==> src/rtl/asip_isa_pkg.sv <==
// ISA definitions shared by the instruction loader and the pipeline decode stage:
// instruction classes, opcode constants, field positions and the opcode encoder.
package asip_isa_pkg;

  typedef enum logic [1:0] {
    CLS_IMM  = 2'd0,
    CLS_ALU  = 2'd1,
    CLS_JUMP = 2'd2,
    CLS_MEM  = 2'd3
  } cls_e;

  localparam logic [3:0] OPC_IMM  = 4'b0000;
  localparam logic [3:0] OPC_JMP0 = 4'b1000;
  localparam logic [3:0] OPC_JMP1 = 4'b1001;
  localparam logic [3:0] OPC_JMP2 = 4'b1010;
  localparam logic [3:0] OPC_ST   = 4'b1100;
  localparam logic [3:0] OPC_LD   = 4'b1101;

  localparam int OPC_HI = 15;
  localparam int OPC_LO = 12;
  localparam int REG_HI = 11;
  localparam int REG_LO = 8;
  localparam int IMM_HI = 7;
  localparam int IMM_LO = 0;

  typedef enum logic [1:0] {
    S_IDLE  = 2'd0,
    S_RUN   = 2'd1,
    S_DRAIN = 2'd2,
    S_DONE  = 2'd3
  } ldr_state_e;

  typedef struct packed {
    logic       legal;
    logic [3:0] opc;
  } opc_t;

  function automatic opc_t encode_opc(input cls_e cls, input logic [2:0] op);
    opc_t r;
    r.legal = 1'b1;
    r.opc   = OPC_IMM;
    unique case (cls)
      CLS_IMM:  r.opc = OPC_IMM;
      CLS_ALU: begin
        r.opc   = {1'b0, op};
        r.legal = (op != 3'd0);
      end
      CLS_JUMP: begin
        unique case (op)
          3'd0:    r.opc = OPC_JMP0;
          3'd1:    r.opc = OPC_JMP1;
          3'd2:    r.opc = OPC_JMP2;
          default: r.legal = 1'b0;
        endcase
      end
      CLS_MEM: begin
        unique case (op)
          3'd0:    r.opc = OPC_ST;
          3'd1:    r.opc = OPC_LD;
          default: r.legal = 1'b0;
        endcase
      end
      default: r.legal = 1'b0;
    endcase
    return r;
  endfunction

endpackage

==> src/rtl/instr_fifo.sv <==
// Encoded-word FIFO; DEPTH must be a power of two, at least 2. Extra pointer
// bit distinguishes full from empty.
module instr_fifo #(
  parameter int WIDTH = 16,
  parameter int DEPTH = 4
) (
  input  logic             clk,
  input  logic             rst_n,
  input  logic             push,
  input  logic [WIDTH-1:0] din,
  input  logic             pop,
  output logic             full,
  output logic             empty,
  output logic [WIDTH-1:0] head
);
  localparam int PW = $clog2(DEPTH);
  localparam logic [PW:0] ONE = {{PW{1'b0}}, 1'b1};

  logic [WIDTH-1:0] mem_q [DEPTH];
  logic [WIDTH-1:0] mem_d [DEPTH];
  logic [PW:0]      wr_q, wr_d, rd_q, rd_d;

  assign empty = (wr_q == rd_q);
  assign full  = (wr_q[PW] != rd_q[PW]) && (wr_q[PW-1:0] == rd_q[PW-1:0]);
  assign head  = mem_q[rd_q[PW-1:0]];

  always_comb begin
    mem_d = mem_q;
    wr_d  = wr_q;
    rd_d  = rd_q;
    if (push && !full) begin
      mem_d[wr_q[PW-1:0]] = din;
      wr_d = wr_q + ONE;
    end
    if (pop && !empty) rd_d = rd_q + ONE;
  end

  always_ff @(posedge clk or negedge rst_n) begin
    if (!rst_n) begin
      wr_q <= '0;
      rd_q <= '0;
      for (int i = 0; i < DEPTH; i++) mem_q[i] <= '0;
    end else begin
      wr_q  <= wr_d;
      rd_q  <= rd_d;
      mem_q <= mem_d;
    end
  end

endmodule

==> src/rtl/instr_encode_loader.sv <==
// Accepts instruction field bundles, encodes legal ones into 16-bit words and
// streams them into instruction memory from a base address.
module instr_encode_loader
  import asip_isa_pkg::*;
#(
  parameter int N     = 16,
  parameter int AW    = 8,
  parameter int DEPTH = 4
) (
  input  logic          clk,
  input  logic          rst_n,
  input  logic          start,
  input  logic [AW-1:0] base_addr,
  input  logic          fld_valid,
  output logic          fld_ready,
  input  logic [1:0]    fld_class,
  input  logic [2:0]    fld_op,
  input  logic [3:0]    fld_reg,
  input  logic [7:0]    fld_imm,
  input  logic          fld_last,
  output logic          imem_we,
  input  logic          imem_ready,
  output logic [AW-1:0] imem_addr,
  output logic [N-1:0]  imem_wdata,
  output logic          busy,
  output logic          done,
  output logic          err,
  output logic [AW:0]   word_cnt
);
  ldr_state_e    state_q, state_d;
  logic [AW-1:0] addr_q, addr_d;
  logic [AW:0]   cnt_q, cnt_d;
  logic          err_q, err_d;

  opc_t          dec;
  logic [N-1:0]  enc;
  logic [N-1:0]  head;
  logic          full, empty, accept, push, pop;

  assign dec    = encode_opc(cls_e'(fld_class), fld_op);
  assign accept = fld_valid && fld_ready;
  assign push   = accept && dec.legal;
  assign pop    = imem_we && imem_ready;

  always_comb begin
    enc                 = '0;
    enc[OPC_HI:OPC_LO]  = dec.opc;
    enc[REG_HI:REG_LO]  = fld_reg;
    enc[IMM_HI:IMM_LO]  = fld_imm;
  end

  instr_fifo #(.WIDTH(N), .DEPTH(DEPTH)) u_fifo (
    .clk   (clk),
    .rst_n (rst_n),
    .push  (push),
    .din   (enc),
    .pop   (pop),
    .full  (full),
    .empty (empty),
    .head  (head)
  );

  always_ff @(posedge clk or negedge rst_n) begin
    if (!rst_n) state_q <= S_IDLE;
    else        state_q <= state_d;
  end

  always_comb begin
    state_d = state_q;
    unique case (state_q)
      S_IDLE:  if (start) state_d = S_RUN;
      S_RUN:   if (accept && fld_last) state_d = S_DRAIN;
      S_DRAIN: if (empty) state_d = S_DONE;
      S_DONE:  state_d = S_IDLE;
      default: state_d = S_IDLE;
    endcase
  end

  // Ready looks only at fullness so it never combinationally depends on imem_ready.
  always_comb begin
    fld_ready = (state_q == S_RUN) && !full;
    busy      = (state_q != S_IDLE);
    done      = (state_q == S_DONE);
  end

  always_comb begin
    addr_d = addr_q;
    cnt_d  = cnt_q;
    err_d  = err_q;
    if (state_q == S_IDLE && start) begin
      addr_d = base_addr;
      cnt_d  = '0;
      err_d  = 1'b0;
    end else begin
      if (pop) begin
        addr_d = addr_q + 1'b1;
        cnt_d  = cnt_q + 1'b1;
      end
      if (accept && !dec.legal) err_d = 1'b1;
    end
  end

  always_ff @(posedge clk or negedge rst_n) begin
    if (!rst_n) begin
      addr_q <= '0;
      cnt_q  <= '0;
      err_q  <= 1'b0;
    end else begin
      addr_q <= addr_d;
      cnt_q  <= cnt_d;
      err_q  <= err_d;
    end
  end

  assign imem_we    = !empty;
  assign imem_wdata = empty ? '0 : head;
  assign imem_addr  = addr_q;
  assign word_cnt   = cnt_q;
  assign err        = err_q;

endmodule

==> config.mk <==
export PLATFORM = sky130hd
export DESIGN_NAME = instr_encode_loader
export DESIGN_NICKNAME = d
export VERILOG_FILES = /design/src/rtl/asip_isa_pkg.sv /design/src/rtl/instr_fifo.sv /design/src/rtl/instr_encode_loader.sv
export SDC_FILE = /design/constraint.sdc
export NUM_CORES = 1
export LEC_CHECK = 0
export ABC_AREA = 1
export BUFFER_PORTS_ARGS = -buffer_cell sky130_fd_sc_hd__buf_2
export CAP_MARGIN = 20
export CORE_UTILIZATION = 51
export DETAILED_ROUTE_END_ITERATION = 8
export HOLD_SLACK_MARGIN = 0.1
export PLACE_DENSITY = 0.75
export SLEW_MARGIN = 0
export SYNTH_ARGS = -nofsm -noshare
export SYNTH_HDL_FRONTEND = slang
export SYNTH_HIERARCHICAL = 1
export SYNTH_SLANG_ARGS = --single-unit
export TNS_END_PERCENT = 30
==> constraint.sdc <==
create_clock -name clk -period 2.35 [get_ports clk]
set_input_delay 0.235 -clock clk [delete_from_list [all_inputs] [get_ports clk]]
set_output_delay 0.235 -clock clk [all_outputs]
set_load 0.01 [all_outputs]
### Word level (Yosys, flattened, before mapping)

Cells that the tools add are included.

| storage, ports and cells | value |
|---|---|
| register bits after elaboration | 90 |
| input port bits | 31 |
| output and inout bits | 38 |
| logic and storage cells | 80 |

| cells by class | value |
|---|---|
| add/subtract/negate cells | 4 |
| order comparisons | 3 |
| equality and inequality tests | 14 |
| multiplexer cells | 23 |
| bitwise operators | 2 |
| reduce and logical (&&, ||, !) cells | 24 |

Operator list:

| kind | number |
|---|---|
| $bwmux 64 | 1 |
| $mux 16 | 4 |
| $bmux 16 s2 | 1 |
| $demux 16 s2 | 1 |
| $mux 9 | 2 |
| $mux 8 | 2 |
| $pmux 4 s4 | 1 |
| $pmux 4 s3 | 1 |
| $logic_and 1x1->1 | 11 |
| $add 9x1->9 const B | 1 |
| $add 8x1->8 const B | 1 |
| $eq 2x2->1 const B | 4 |
| $pmux 2 s4 | 1 |
| $pmux 4 s2 | 1 |
| $add 3x1->3 const B | 2 |
| $ge 3x3->1 const B | 2 |
| $mux 2 | 3 |
| $ne 2x2->1 const B | 3 |
| $not 2->3 | 2 |
| $reduce_bool 2->1 | 3 |
| $eq 2x1->1 const B | 2 |
| $logic_not 2->1 | 2 |
| $mux 1 | 4 |
| $eq 3x1->1 const B | 1 |
| 12 further kinds | 14 |

### Longest topological paths before layout

Gate-level depths: netlist (run 1).

| logic depth | value |
|---|---|
| depth after elaboration | 8 |
| gate-level depth with buffers | 16 |
| depth with buffers taken out | 13 |

### Modules after synthesis

Netlist (run 1), hierarchy kept.

Modules (own cells, without submodules):

| module | instances | cells an instance | area each (µm²) | seq. area each (µm²) |
|---|---|---|---|---|
| instr_fifo | 1 | 426 | 3,535.9 | 1,751.7 |
| instr_encode_loader | 1 | 236 | 1,560.2 | 500.5 |

### Worst setup path after synthesis (run 1)

OpenSTA, ideal clock, no wires.

| timing path | value |
|---|---|
| kind | reg-to-reg |
| from | reg u_fifo.rd_q[1] |
| to | reg u_fifo/mem_q[24] (netlist name) |
| setup time | 0.066 ns |
| arrival | 2.216 ns |
| required time | 2.284 ns |
| path slack | 0.068 ns |
| cell stages (with the launch flop) | 16 |
| buffers on the path | 6 |
| clock period less this slack | 2.282 ns |
| cells stage by stage | dfrtp_1 > buf_4 > nand2_1 > nand2_2 > nand3_4 > buf_6 > buf_6 > inv_1 > inv_1 > nand3_1 > a21oi_1 > buf_4 > buf_2 > buf_1 > nand4_1 > nand2_1 |

| between the ends | value |
|---|---|
| longest elaborated chain between the ends | 7 |

Ends and longest elaborated chain:

| item | line | RTL |
|---|---|---|
| from (decl) | instr_fifo.sv:21 | `logic [PW:0] wr_q, wr_d, rd_q, rd_d;` |
| from (signal assigned) | instr_fifo.sv:45 | `rd_q <= rd_d;` |
| $eq 2x2->1 | instr_fifo.sv:24 | `assign full = (wr_q[PW] != rd_q[PW]) && (wr_q[PW-1:0] == rd_q[PW-1:0]);` |
| $logic_and 1x1->1 | instr_fifo.sv:24 |  |
| named net full | instr_encode_loader.sv:38 | `logic full, empty, accept, push, pop;` |
| $logic_not 1->1 | instr_encode_loader.sv:81 | `fld_ready = (state_q == S_RUN) && !full;` |
| $logic_and 1x1->1 | instr_encode_loader.sv:81 |  |
| $logic_and 1x1->1 | instr_encode_loader.sv:41 | `assign accept = fld_valid && fld_ready;` |
| $logic_and 1x1->1 | instr_encode_loader.sv:42 | `assign push = accept && dec.legal;` |
| named net push | instr_encode_loader.sv:38 |  |
| $logic_and 1x1->1 | instr_fifo.sv:31 | `if (push && !full) begin` |
| to (signal assigned) | instr_fifo.sv:46 | `mem_q <= mem_d;` |
| to (decl) | instr_fifo.sv:19 | `logic [WIDTH-1:0] mem_q [DEPTH];` |

The timed path passes the listed nets, and every way through them passes these cells.
A chain may end at the register's enable or synchronous reset.

### Worst setup path in the final report (run 1)

| timing path | value |
|---|---|
| from | reg u_fifo.rd_q[0] |
| to | out imem_wdata[12] |

| between the ends | value |
|---|---|
| longest elaborated chain between the ends | 5 |
| elaborated cells between the ends (all ways) | 6 |
| classes of those cells | eq/ne (1); mux (4); bitwise (1) |

Ends and longest elaborated chain:

| item | line | RTL |
|---|---|---|
| $not 2->3 (implied by the code) | instr_fifo.sv:25 | `assign head = mem_q[rd_q[PW-1:0]];` |
| $bmux 16 s2 | instr_fifo.sv:25 |  |
| $mux 16 (implied by the code) (2 in a row) | instr_fifo.sv:25 |  |
| named net head[12] | instr_encode_loader.sv:37 | `logic [N-1:0] head;` |
| $mux 16 | instr_encode_loader.sv:116 | `assign imem_wdata = empty ? '0 : head;` |
| to (decl) | instr_encode_loader.sv:24 | `output logic [N-1:0] imem_wdata,` |

The timed path passes the listed nets, and every way through them passes these cells. The select of a mux whose other input is x is not followed.

==> results.sh, run 1 <==
export IMPL_p_comb_frac=0.515
export IMPL_synth_top_area_share=0.4419
export IMPL_avgRoutedWirePerCell_um=14.73
export IMPL_ys_ff_latch=90
export IMPL_vdd_ir_drop_max_uv=533.1
export IMPL_io_pin_count=69
export IMPL_cts_buffers=9
export IMPL_syn_inst=662
export IMPL_clk_pin_slew_worst_paths_ps=90
export IMPL_worstReg2RegStart="u_fifo/wr_q[1]$_DFFE_PN0P_"
export IMPL_postCtsSetupBuffers=0
export IMPL_leakagePower_nw=3.107
export IMPL_cp_start_kind="flop"
export IMPL_portBuffers=68
export IMPL_grt_ovfl_total=0
export IMPL_avgViaCountPerCell=5.439
export IMPL_synth_common_cells="nand2_1 (202), dfrtp_1 (90), nand4_1 (71)"
export IMPL_synthesis_area_um2=5096
export IMPL_cts_sinks=90
export IMPL_report_final_hold_viol_count=0
export IMPL_cts_root_buf="clkbuf_8"
export IMPL_drt_iter0_markers=304
export IMPL_initial_utilization=0.5238
export IMPL_r2r_cells=8
export IMPL_core_area_um2=9729
export IMPL_pwr_share_clk=0.147
export IMPL_grt_max_degree=73
export IMPL_power_switching_mw=3.526
export IMPL_grtUsageTotal=0.2552
export IMPL_clock_skew_ps=12.53
export IMPL_ys_types=32
export IMPL_cts_tree="done"
export IMPL_crit_path_cell_trace="buf_8 > inv_1 > buf_6 > o21ai_0 > o22ai_1 > inv_1 > nor2_1 > buf_2"
export IMPL_holdPathStages=3
export IMPL_antenna_found_initial=0
export IMPL_yosysMostFrequentCell="nand2_1"
export IMPL_fill_cells=892
export IMPL_crit_required_ps=2120
export IMPL_multi_input_area_um2=2379
export IMPL_slew_headroom=0.5007
export IMPL_dp_hpwl_mm=8.097
export IMPL_switching_share=0.4693
export IMPL_power_frac_seq=0.338
export IMPL_cp_arrival_ps=1980
export IMPL_final_max_slew_viol_count=0
export IMPL_seq_area_um2=2252
export IMPL_power_density_nw_per_um2=1306
export IMPL_avgSynthCellArea_um2=7.698
export IMPL_clk_path_buf_depth=2
export IMPL_tns_ps=0
export IMPL_status="completed"
export IMPL_antenna_cells=0
export IMPL_yosysSeqAreaShare=0.4419
export IMPL_grt_pass1_wl_mm=20.49
export IMPL_hold_path_class="in2reg"
export IMPL_period_minus_slack_ps=2214
export IMPL_r2r_slack_ps=280
export IMPL_die_height_um=102.0
export IMPL_clk_latency_ps=380
export IMPL_timing_fmax_mhz=451.7
export IMPL_maxCapViolCount=0
export IMPL_dieArea_um2=10400
export IMPL_fin_util=0.5912
export IMPL_grt_pass1_vias=4287
export IMPL_rsz0062_at_grt="no"
export IMPL_power_internal_mw=3.988
export IMPL_htreeDepth=3
export IMPL_drive_gt1_frac=0.1757
export IMPL_drc=0
export IMPL_period_share=0.9421
export IMPL_final_setup_viol_count=0
export IMPL_async_flop_share=1.000
export IMPL_vias=4656
export IMPL_die_w_um=102.0
export IMPL_finalWirelength_mm=12.61
export IMPL_slowest_delay_ps=470
export IMPL_hp_start="base_addr[6]"
export IMPL_area_delta_synth_final_pct=12.87
export IMPL_end_kind="primary output"
export IMPL_synth_edf_count=0
export IMPL_worst_slew_pin_slew_ps=749.0
export IMPL_ys_flop_type="dfrtp_1"
export IMPL_crit_top_cell="inv_1"
export IMPL_place_ws_ps=303.5
export IMPL_cp_max_fo=35
export IMPL_synth_area_leaders="dfrtp_1 (44%), nand2_1 (15%), nand4_1 (8.7%)"
export IMPL_synth_nets=705
export IMPL_setup_ws_ps=136.0
export IMPL_ant_nets=0
export IMPL_num_nets_final=761
export IMPL_gp_congestion=0.8745
export IMPL_yosys_area_top_type="dfrtp_1"
export IMPL_worst_path_max_delay_cell="dfrtp_1"
export IMPL_path_class="reg2out"
export IMPL_ys_warn_count=6
export IMPL_placementRows=36
export IMPL_firstDrtPassIters=5
export IMPL_startpoint="u_fifo/rd_q[0]$_DFFE_PN0P_"
-- repair_timing --
item / in CTS / in global routing
hold endpoints to repair: 32 / 0
endpoints found under the setup margin: 2 / 16
resized for setup: 1 / 4
hold buffers: 1 / 0
-- sequential cells by signal, summed over array words and instances (netlist names) --
| register | flops |
|---|---|
| err | 1 |
| imem_addr | 8 |
| state_q | 2 |
| u_fifo/mem_q | 64 |
| u_fifo/rd_q | 3 |
| u_fifo/wr_q | 3 |
| word_cnt | 9 |
-- routing by layer --
metal,GRT usage,share of wire,routed length (um)
met1,0.3448,0.44,5567
met2,0.4089,0.49,6135
met3,0.04720,0.060,755
met4,0.09780,0.012,153
met5,0,0,0
-- stage by stage --
step	hold slack, ps	std cells	power, mW	area [um2]
5_1_grt	121.6	856	8.133	5752
6_report	117.6	856	7.514	5752
3_3_place_gp	226.2	839	6.284	5527
3_5_place_dp	228.5	839	6.377	5527
2_1_floorplan	-60.59	662	5.270	5096
4_1_cts	110.1	856	7.495	5741
-- worst max-delay path, delay by kind of cell (launching register included) --
| family | cells | cell delay [ps] |
|---|---|---|
| AND/OR/NAND/NOR | 1 | 90 |
| flip-flops | 1 | 470 |
| buffers and inverters | 5 | 770 |
| AO/OA/AOI/OAI | 2 | 270 |
-- worst paths after layout --
check,to
worst max-delay path,imem_wdata[12]
min in group asynchronous,word_cnt[5]$_DFFE_PN0P_
worst min-delay path,imem_addr[6]$_DFFE_PN0P_
max in group asynchronous,u_fifo/mem_q[45]$_DFFE_PN0P_
worst min register to register,u_fifo/mem_q[43]$_DFFE_PN0P_
worst max register to register,u_fifo/mem_q[62]$_DFFE_PN0P_
-- layout by cell type (no fill, tap or decap), types with 2 or more instances in the layout --
cell type     n
o22ai_1      16
nand3b_1      2
a211oi_1      2
o21ai_0      39
nand3_4       5
a21oi_1       8
nor3_1        2
a21oi_2       2
o21ai_1       2
inv_6         3
buf_4        15
o21ai_2       4
nand2_2       2
buf_2        67
ha_1         12
nand4_1      71
nand2_1     202
xor2_1        2
dfrtp_1      90
clkinvlp_4    2
inv_1        57
buf_6         2
inv_4         2
nand3_1      19
nand2_4       4
clkbuf_8      9
nor2_1       70
-- cells by family after synthesis --
group	after synthesis	share of synthesized area
and+or+nand+nor	379	0.3430
buffers and inverters	103	0.09354
DFF	90	0.4419
AOI/OAI and AO/OA	75	0.08323
adders and majority gates	12	0.02946
xor gates and xnor gates	3	0.008840
-- power groups by stage --
stage                     logic (mW)  registers [mW]  clock network, mW
after global routing            4.35            2.62               1.17
after floorplan                 2.78            2.49                  0
after CTS                       3.84            2.53               1.12
after detailed placement        3.82            2.56                  0
final                           3.87            2.54               1.11
after global placement          3.75            2.53                  0
-- final cells by class --
class                           count  area share
Clock inverter                      7     0.01327
Inverter                           61     0.04155
Multi-Input combinational cell    469      0.4135
Clock buffer                        9     0.02154
Sequential cell                    90      0.3916
Tap cell                          133     0.02893
Timing Repair Buffer               87     0.08962
Note: power is estimated with default switching activity, not from simulation.
==> run 2: changes to the inputs <==
--- a/config.mk
+++ b/config.mk
@@ -8,8 +8,11 @@
 export ABC_AREA = 1
 export BUFFER_PORTS_ARGS = -buffer_cell sky130_fd_sc_hd__buf_2
 export CAP_MARGIN = 20
+export CORE_ASPECT_RATIO = 0.9
+export CORE_MARGIN = 3
 export CORE_UTILIZATION = 51
 export DETAILED_ROUTE_END_ITERATION = 8
+export GPL_TIMING_DRIVEN = 0
 export HOLD_SLACK_MARGIN = 0.1
 export PLACE_DENSITY = 0.75
 export SLEW_MARGIN = 0
==> run 2 against run 1 <==
Effect of this change: cell area up 4.8%; sequential share of layout area is 1.8 points lower; maximum frequency is 0.78% lower; non-clock buffer count up 37; critical path depth stayed put; wire length rose by 17%; die area rose by 8.0%; via count grew 7.5%; cell count increased by 3.0%; critical endpoint is now imem_wdata[4]; highest routed layer unchanged.
==> results.sh, run 2 (synthesis gave the netlist of run 1 again) <==
export IMPL_timing_hold_ws_ps=130.2
export IMPL_firstDrtPassIters=6
export IMPL_cts_sinks=90
export IMPL_r2r_slack_ps=170
export IMPL_path_class="reg2out"
export IMPL_final_cell_count_no_fill=882
export IMPL_ant_nets=0
export IMPL_core_area_um2=9414
export IMPL_cts_buffers=9
export IMPL_vias=5006
export IMPL_antenna_cells=0
export IMPL_period_share=0.9495
export IMPL_grt_pass1_vias=4787
export IMPL_cp_start_kind="flop"
export IMPL_htreeDepth=3
export IMPL_clk_path_buf_depth=2
export IMPL_grt_max_degree=52
export IMPL_vdd_ir_drop_max_uv=701.6
export IMPL_power_density_nw_per_um2=1323
export IMPL_layout_commonest_cell="nand2_1"
export IMPL_hold_path_class="in2reg"
export IMPL_drc=0
export IMPL_antenna_found_initial=0
export IMPL_slew_headroom=0.5995
export IMPL_drt_iter0_markers=503
export IMPL_grt_ovfl_total=0
export IMPL_r2r_cells=13
export IMPL_placementRows=33
export IMPL_initial_utilization=0.5413
export IMPL_io_pin_count=69
export IMPL_cp_max_fo=10
export IMPL_period_minus_slack_ps=2231
export IMPL_holdPathStages=3
export IMPL_status="completed"
export IMPL_maxCapViolCount=0
export IMPL_crit_required_ps=2120
export IMPL_cts_tree="done"
export IMPL_drive_gt1_frac=0.2013
export IMPL_num_nets_final=798
export IMPL_die_height_um=100.8
export IMPL_grt_pass1_wl_mm=23.78
export IMPL_rsz0062_at_grt="no"
export IMPL_slowest_delay_ps=390
export IMPL_area_delta_synth_final_pct=18.27
export IMPL_clk_latency_ps=370
export IMPL_worst_slew_pin_slew_ps=600.7
export IMPL_leakagePower_nw=3.257
export IMPL_worst_path_max_delay_cell="dfrtp_1"
export IMPL_largest_reg_flops=64
export IMPL_cp_arrival_ps=2000
export IMPL_largest_register="u_fifo/mem_q"
export IMPL_dp_hpwl_mm=10.04
export IMPL_timing_fmax_mhz=448.2
export IMPL_crit_path_cell_trace="buf_4 > inv_1 > clkbuf_2 > nor2_1 > o22ai_1 > inv_1 > nor2_1 > buf_2"
export IMPL_avgRoutedWirePerCell_um=16.77
export IMPL_clk_pin_slew_worst_paths_ps=90
export IMPL_die_w_um=111.4
export IMPL_gp_congestion=0.8801
export IMPL_cts_root_buf="clkbuf_8"
export IMPL_final_cell_mix="nand2_1 (202), dfrtp_1 (90), buf_2 (73)"
export IMPL_clock_skew_ps=11.50
export IMPL_final_setup_viol_count=0
export IMPL_dp_cells=853
export IMPL_final_max_slew_viol_count=0
export IMPL_avgViaCountPerCell=5.676
export IMPL_final_cell_area_um2=6027
export IMPL_finalWirelength_mm=14.79
export IMPL_place_area_um2=5619
export IMPL_report_final_hold_viol_count=0
export IMPL_dieArea_um2=11230
export IMPL_grtUsageTotal=0.2647
export IMPL_portBuffers=68
export IMPL_end_kind="primary output"
[run 2: metal layers]
metal / GRT usage / wire length, um / part of all wire
met2: 0.4228 / 6896 / 0.47
met3: 0.06242 / 1204 / 0.081
met4: 0.08700 / 304 / 0.021
met1: 0.3593 / 6386 / 0.43
met5: 0 / 0 / 0
[run 2: cell type report]
cell class | count | area, um2
multi-input combinational | 469 | 2371
buffer | 41 | 319.1
clock buffer | 10 | 127.6
tap | 122 | 152.6
inverter | 61 | 239.0
fill | 832 | 3387
timing repair buffer | 83 | 499.2
clock inverter | 6 | 66.31
sequential | 90 | 2252
[run 2: final timing paths]
path,start,to
worst max-delay path,u_fifo/rd_q[0]$_DFFE_PN0P_,imem_wdata[4]
worst min-delay path,base_addr[0],imem_addr[0]$_DFFE_PN0P_
worst max register to register,u_fifo/rd_q[0]$_DFFE_PN0P_,u_fifo/mem_q[61]$_DFFE_PN0P_
worst min register to register,u_fifo/mem_q[40]$_DFFE_PN0P_,u_fifo/mem_q[40]$_DFFE_PN0P_
max in group asynchronous,rst_n,u_fifo/mem_q[61]$_DFFE_PN0P_
min in group asynchronous,rst_n,u_fifo/mem_q[52]$_DFFE_PN0P_
[run 2: worst max-delay path, delay by kind of cell, from the launching register on]
kind | cells | cell delay [ps]
buf+inv | 5 | 870
flops | 1 | 390
compound gates | 1 | 200
simple gates | 2 | 160
[run 2: power by group]
part           switching, mW  internal (mW)  total, mW  leakage, nW
Clock                  0.586          0.494       1.08       0.0889
Sequential             0.409           2.13       2.53         1.18
Combinational           2.77           1.58       4.36         1.99
[run 2: what timing repair did]
action,in CTS,in global routing
setup buffers,1,10
setup endpoints to repair,82,76
hold endpoints to repair,39,0
gates resized for setup,19,27
gates cloned,1,1
hold buffers,1,0
[run 2: through the flow]
stage | setup TNS, ps | total power [mW] | setup WS [ps] | utilization
5_1_grt | 0 | 8.591 | 1.101 | 0.6402
3_3_place_gp | -17120 | 6.500 | -435.8 | 0.5937
3_5_place_dp | -20590 | 6.642 | -476.0 | 0.5969
6_report | 0 | 7.972 | 118.7 | 0.6402
2_1_floorplan | 0 | 5.270 | 67.53 | -
4_1_cts | 0 | 7.798 | 1.387 | 0.6248
==> run 3: changes to the inputs <==
--- a/config.mk
+++ b/config.mk
@@ -6,7 +6,7 @@
 export NUM_CORES = 1
 export LEC_CHECK = 0
 export ABC_AREA = 1
-export BUFFER_PORTS_ARGS = -buffer_cell sky130_fd_sc_hd__buf_2
+export BUFFER_PORTS_ARGS = -buffer_cell sky130_fd_sc_hd__buf_4
 export CAP_MARGIN = 20
 export CORE_ASPECT_RATIO = 0.9
 export CORE_MARGIN = 3
==> run 3 against run 2 <==
Effect of this change: combinational power increased by 5.0%; first-iteration DRC count increased by 1.2%; wire length increased by 1.6%; clock power about the same; clock skew increased by 0.59 ps; flip-flop and latch count unchanged; critical endpoint is now imem_wdata[0]; largest cell class unchanged; largest power group unchanged.
==> results.sh, run 3 (synthesis gave the netlist of run 1 again) <==
export IMPL_drive_gt1_frac=0.1968
export IMPL_clk_latency_ps=360
export IMPL_status="completed"
export IMPL_worstReg2RegStart="u_fifo/rd_q[1]$_DFFE_PN0P_"
export IMPL_avgRoutedWirePerCell_um=17.10
export IMPL_placementRows=33
export IMPL_hold_path_class="in2reg"
export IMPL_layout_commonest_cell="nand2_1"
export IMPL_report_final_hold_viol_count=0
export IMPL_worst_slew_pin_slew_ps=679.3
export IMPL_r2r_slack_ps=150
export IMPL_multi_input_area_um2=2371
export IMPL_drt_iter0_markers=509
export IMPL_die_w_um=111.4
export IMPL_holdPathStages=3
export IMPL_maxCapViolCount=0
export IMPL_period_share=0.9553
export IMPL_final_max_slew_viol_count=0
export IMPL_leakagePower_nw=3.273
export IMPL_ant_nets=0
export IMPL_cp_arrival_ps=2010
export IMPL_initial_utilization=0.5413
export IMPL_dp_cells=853
export IMPL_cp_max_fo=10
export IMPL_slowest_delay_ps=550
export IMPL_gp_congestion=0.8871
export IMPL_fill_cells=829
export IMPL_area_delta_synth_final_pct=20.38
export IMPL_core_area_um2=9414
export IMPL_grt_max_degree=54
export IMPL_cts_root_buf="clkbuf_8"
export IMPL_drc=0
export IMPL_final_cell_area_um2=6135
export IMPL_end_kind="primary output"
export IMPL_antenna_cells=0
export IMPL_rsz0062_at_grt="yes"
export IMPL_slew_headroom=0.5472
export IMPL_timing_fmax_mhz=445.5
export IMPL_io_pin_count=69
export IMPL_grt_ovfl_total=0
export IMPL_crit_path_cell_trace="buf_4 > clkbuf_1 > nor2_1 > o22ai_1 > inv_1 > nor2_1 > buf_4"
export IMPL_grtUsageTotal=0.2717
export IMPL_timing_rr_end="u_fifo/mem_q[32]$_DFFE_PN0P_"
export IMPL_firstDrtPassIters=5
export IMPL_die_height_um=100.8
export IMPL_tns_ps=0
export IMPL_clk_pin_slew_worst_paths_ps=90
export IMPL_vias=4975
export IMPL_largest_reg_flops=64
export IMPL_path_class="reg2out"
export IMPL_path_delay_family="buffers and inverters"
export IMPL_seq_area_um2=2252
export IMPL_power_density_nw_per_um2=1335
export IMPL_r2r_cells=15
export IMPL_worst_path_max_delay_cell="clkbuf_1"
export IMPL_dp_hpwl_mm=10.20
export IMPL_vdd_ir_drop_max_uv=718.1
export IMPL_grt_pass1_vias=4798
export IMPL_final_cell_count_no_fill=879
export IMPL_fin_util=0.6516
export IMPL_avgViaCountPerCell=5.660
export IMPL_period_minus_slack_ps=2245
export IMPL_num_nets_final=796
export IMPL_portBuffers=68
export IMPL_htreeDepth=3
export IMPL_final_setup_viol_count=0
export IMPL_crit_required_ps=2120
export IMPL_cts_buffers=9
export IMPL_hp_start="base_addr[6]"
export IMPL_finalWirelength_mm=15.03
export IMPL_dieArea_um2=11230
export IMPL_clk_path_buf_depth=2
export IMPL_antenna_found_initial=0
export IMPL_cts_sinks=90
export IMPL_place_area_um2=5787
export IMPL_timing_hold_worst_endpoint="imem_addr[6]$_DFFE_PN0P_"
export IMPL_grt_pass1_wl_mm=24.34
export IMPL_critPathBufInv=4
export IMPL_largest_register="u_fifo/mem_q"
export IMPL_final_cell_mix="nand2_1 (202), dfrtp_1 (90), buf_4 (85)"
export IMPL_clock_skew_ps=12.09
export IMPL_power_mw=8.191
export IMPL_cts_tree="done"
export IMPL_cp_start_kind="flop"
run 3: cell count changes in the layout (fill, tap and decap cells not counted):
cell / change
buf_6: -1
buf_8: -1
clkinv_4: +1
clkbuf_16: -1
clkbuf_4: -1
clkbuf_2: -1
buf_2: -66
buf_4: +68
clkbuf_8: -1
clkinvlp_4: -1
clkbuf_1: +1
run 3: per-stage QoR:
step	hold WS (ps)	setup slack, ps
6_report	126.4	105.2
5_1_grt	133.6	-101.1
4_1_cts	121.3	8.905
3_3_place_gp	448.3	-413.4
3_5_place_dp	243.5	-496.2
2_1_floorplan	-60.59	67.53
run 3: final cells by class:
type,count,area share
buffer,41,0.04854
clock buffer,9,0.02019
clock inverter,6,0.01101
inverter,61,0.03896
multi-input combinational,469,0.3865
sequential,90,0.3671
tap,122,0.02488
timing repair buffer,81,0.1028
run 3: tightest hold or removal path, delay by kind of cell:
kind	cells	cell delay (ps)
buf+inv	1	80
compound gates	1	60
simple gates	1	80
run 3: power by group:
group	total [mW]	leakage [nW]	switching [mW]	internal, mW
Sequential	2.54	1.18	0.411	2.13
Clock	1.07	0.0917	0.581	0.490
Combinational	4.58	2.01	2.81	1.78
run 3: layer usage:
metal,track usage,share of wire,vias up
met5,0,0,-
met4,0.08980,0.017,0
met3,0.06242,0.083,27
met2,0.4349,0.48,208
met1,0.3695,0.42,2384
li1,-,-,2356
run 3: worst max path at each step:
| stage | slack (ps) | from | end | cells after the start |
|---|---|---|---|---|
| after floorplan | 70 | u_fifo/rd_q[1]$_DFFE_PN0P_ | u_fifo/mem_q[24]$_DFFE_PN0P_ | 15 |
| after global placement | -410 | u_fifo/rd_q[1]$_DFFE_PN0P_ | u_fifo/mem_q[16]$_DFFE_PN0P_ | 16 |
| after detailed placement | -500 | u_fifo/rd_q[1]$_DFFE_PN0P_ | u_fifo/mem_q[24]$_DFFE_PN0P_ | 16 |
| after CTS | 9 | u_fifo/rd_q[1]$_DFFE_PN0P_ | u_fifo/mem_q[23]$_DFFE_PN0P_ | 16 |
| after global routing | -100 | u_fifo/rd_q[1]$_DFFE_PN0P_ | imem_wdata[0] | 8 |
| final | 110 | u_fifo/rd_q[0]$_DFFE_PN0P_ | imem_wdata[0] | 7 |
run 3: what timing repair did:
item | in CTS | in global routing
endpoints found under the hold margin | 37 | 0
hold buffers | 1 | 0
endpoints found under the setup margin | 79 | 83
resized for setup | 17 | 19
setup buffers | 2 | 8
gates cloned | 1 | 0
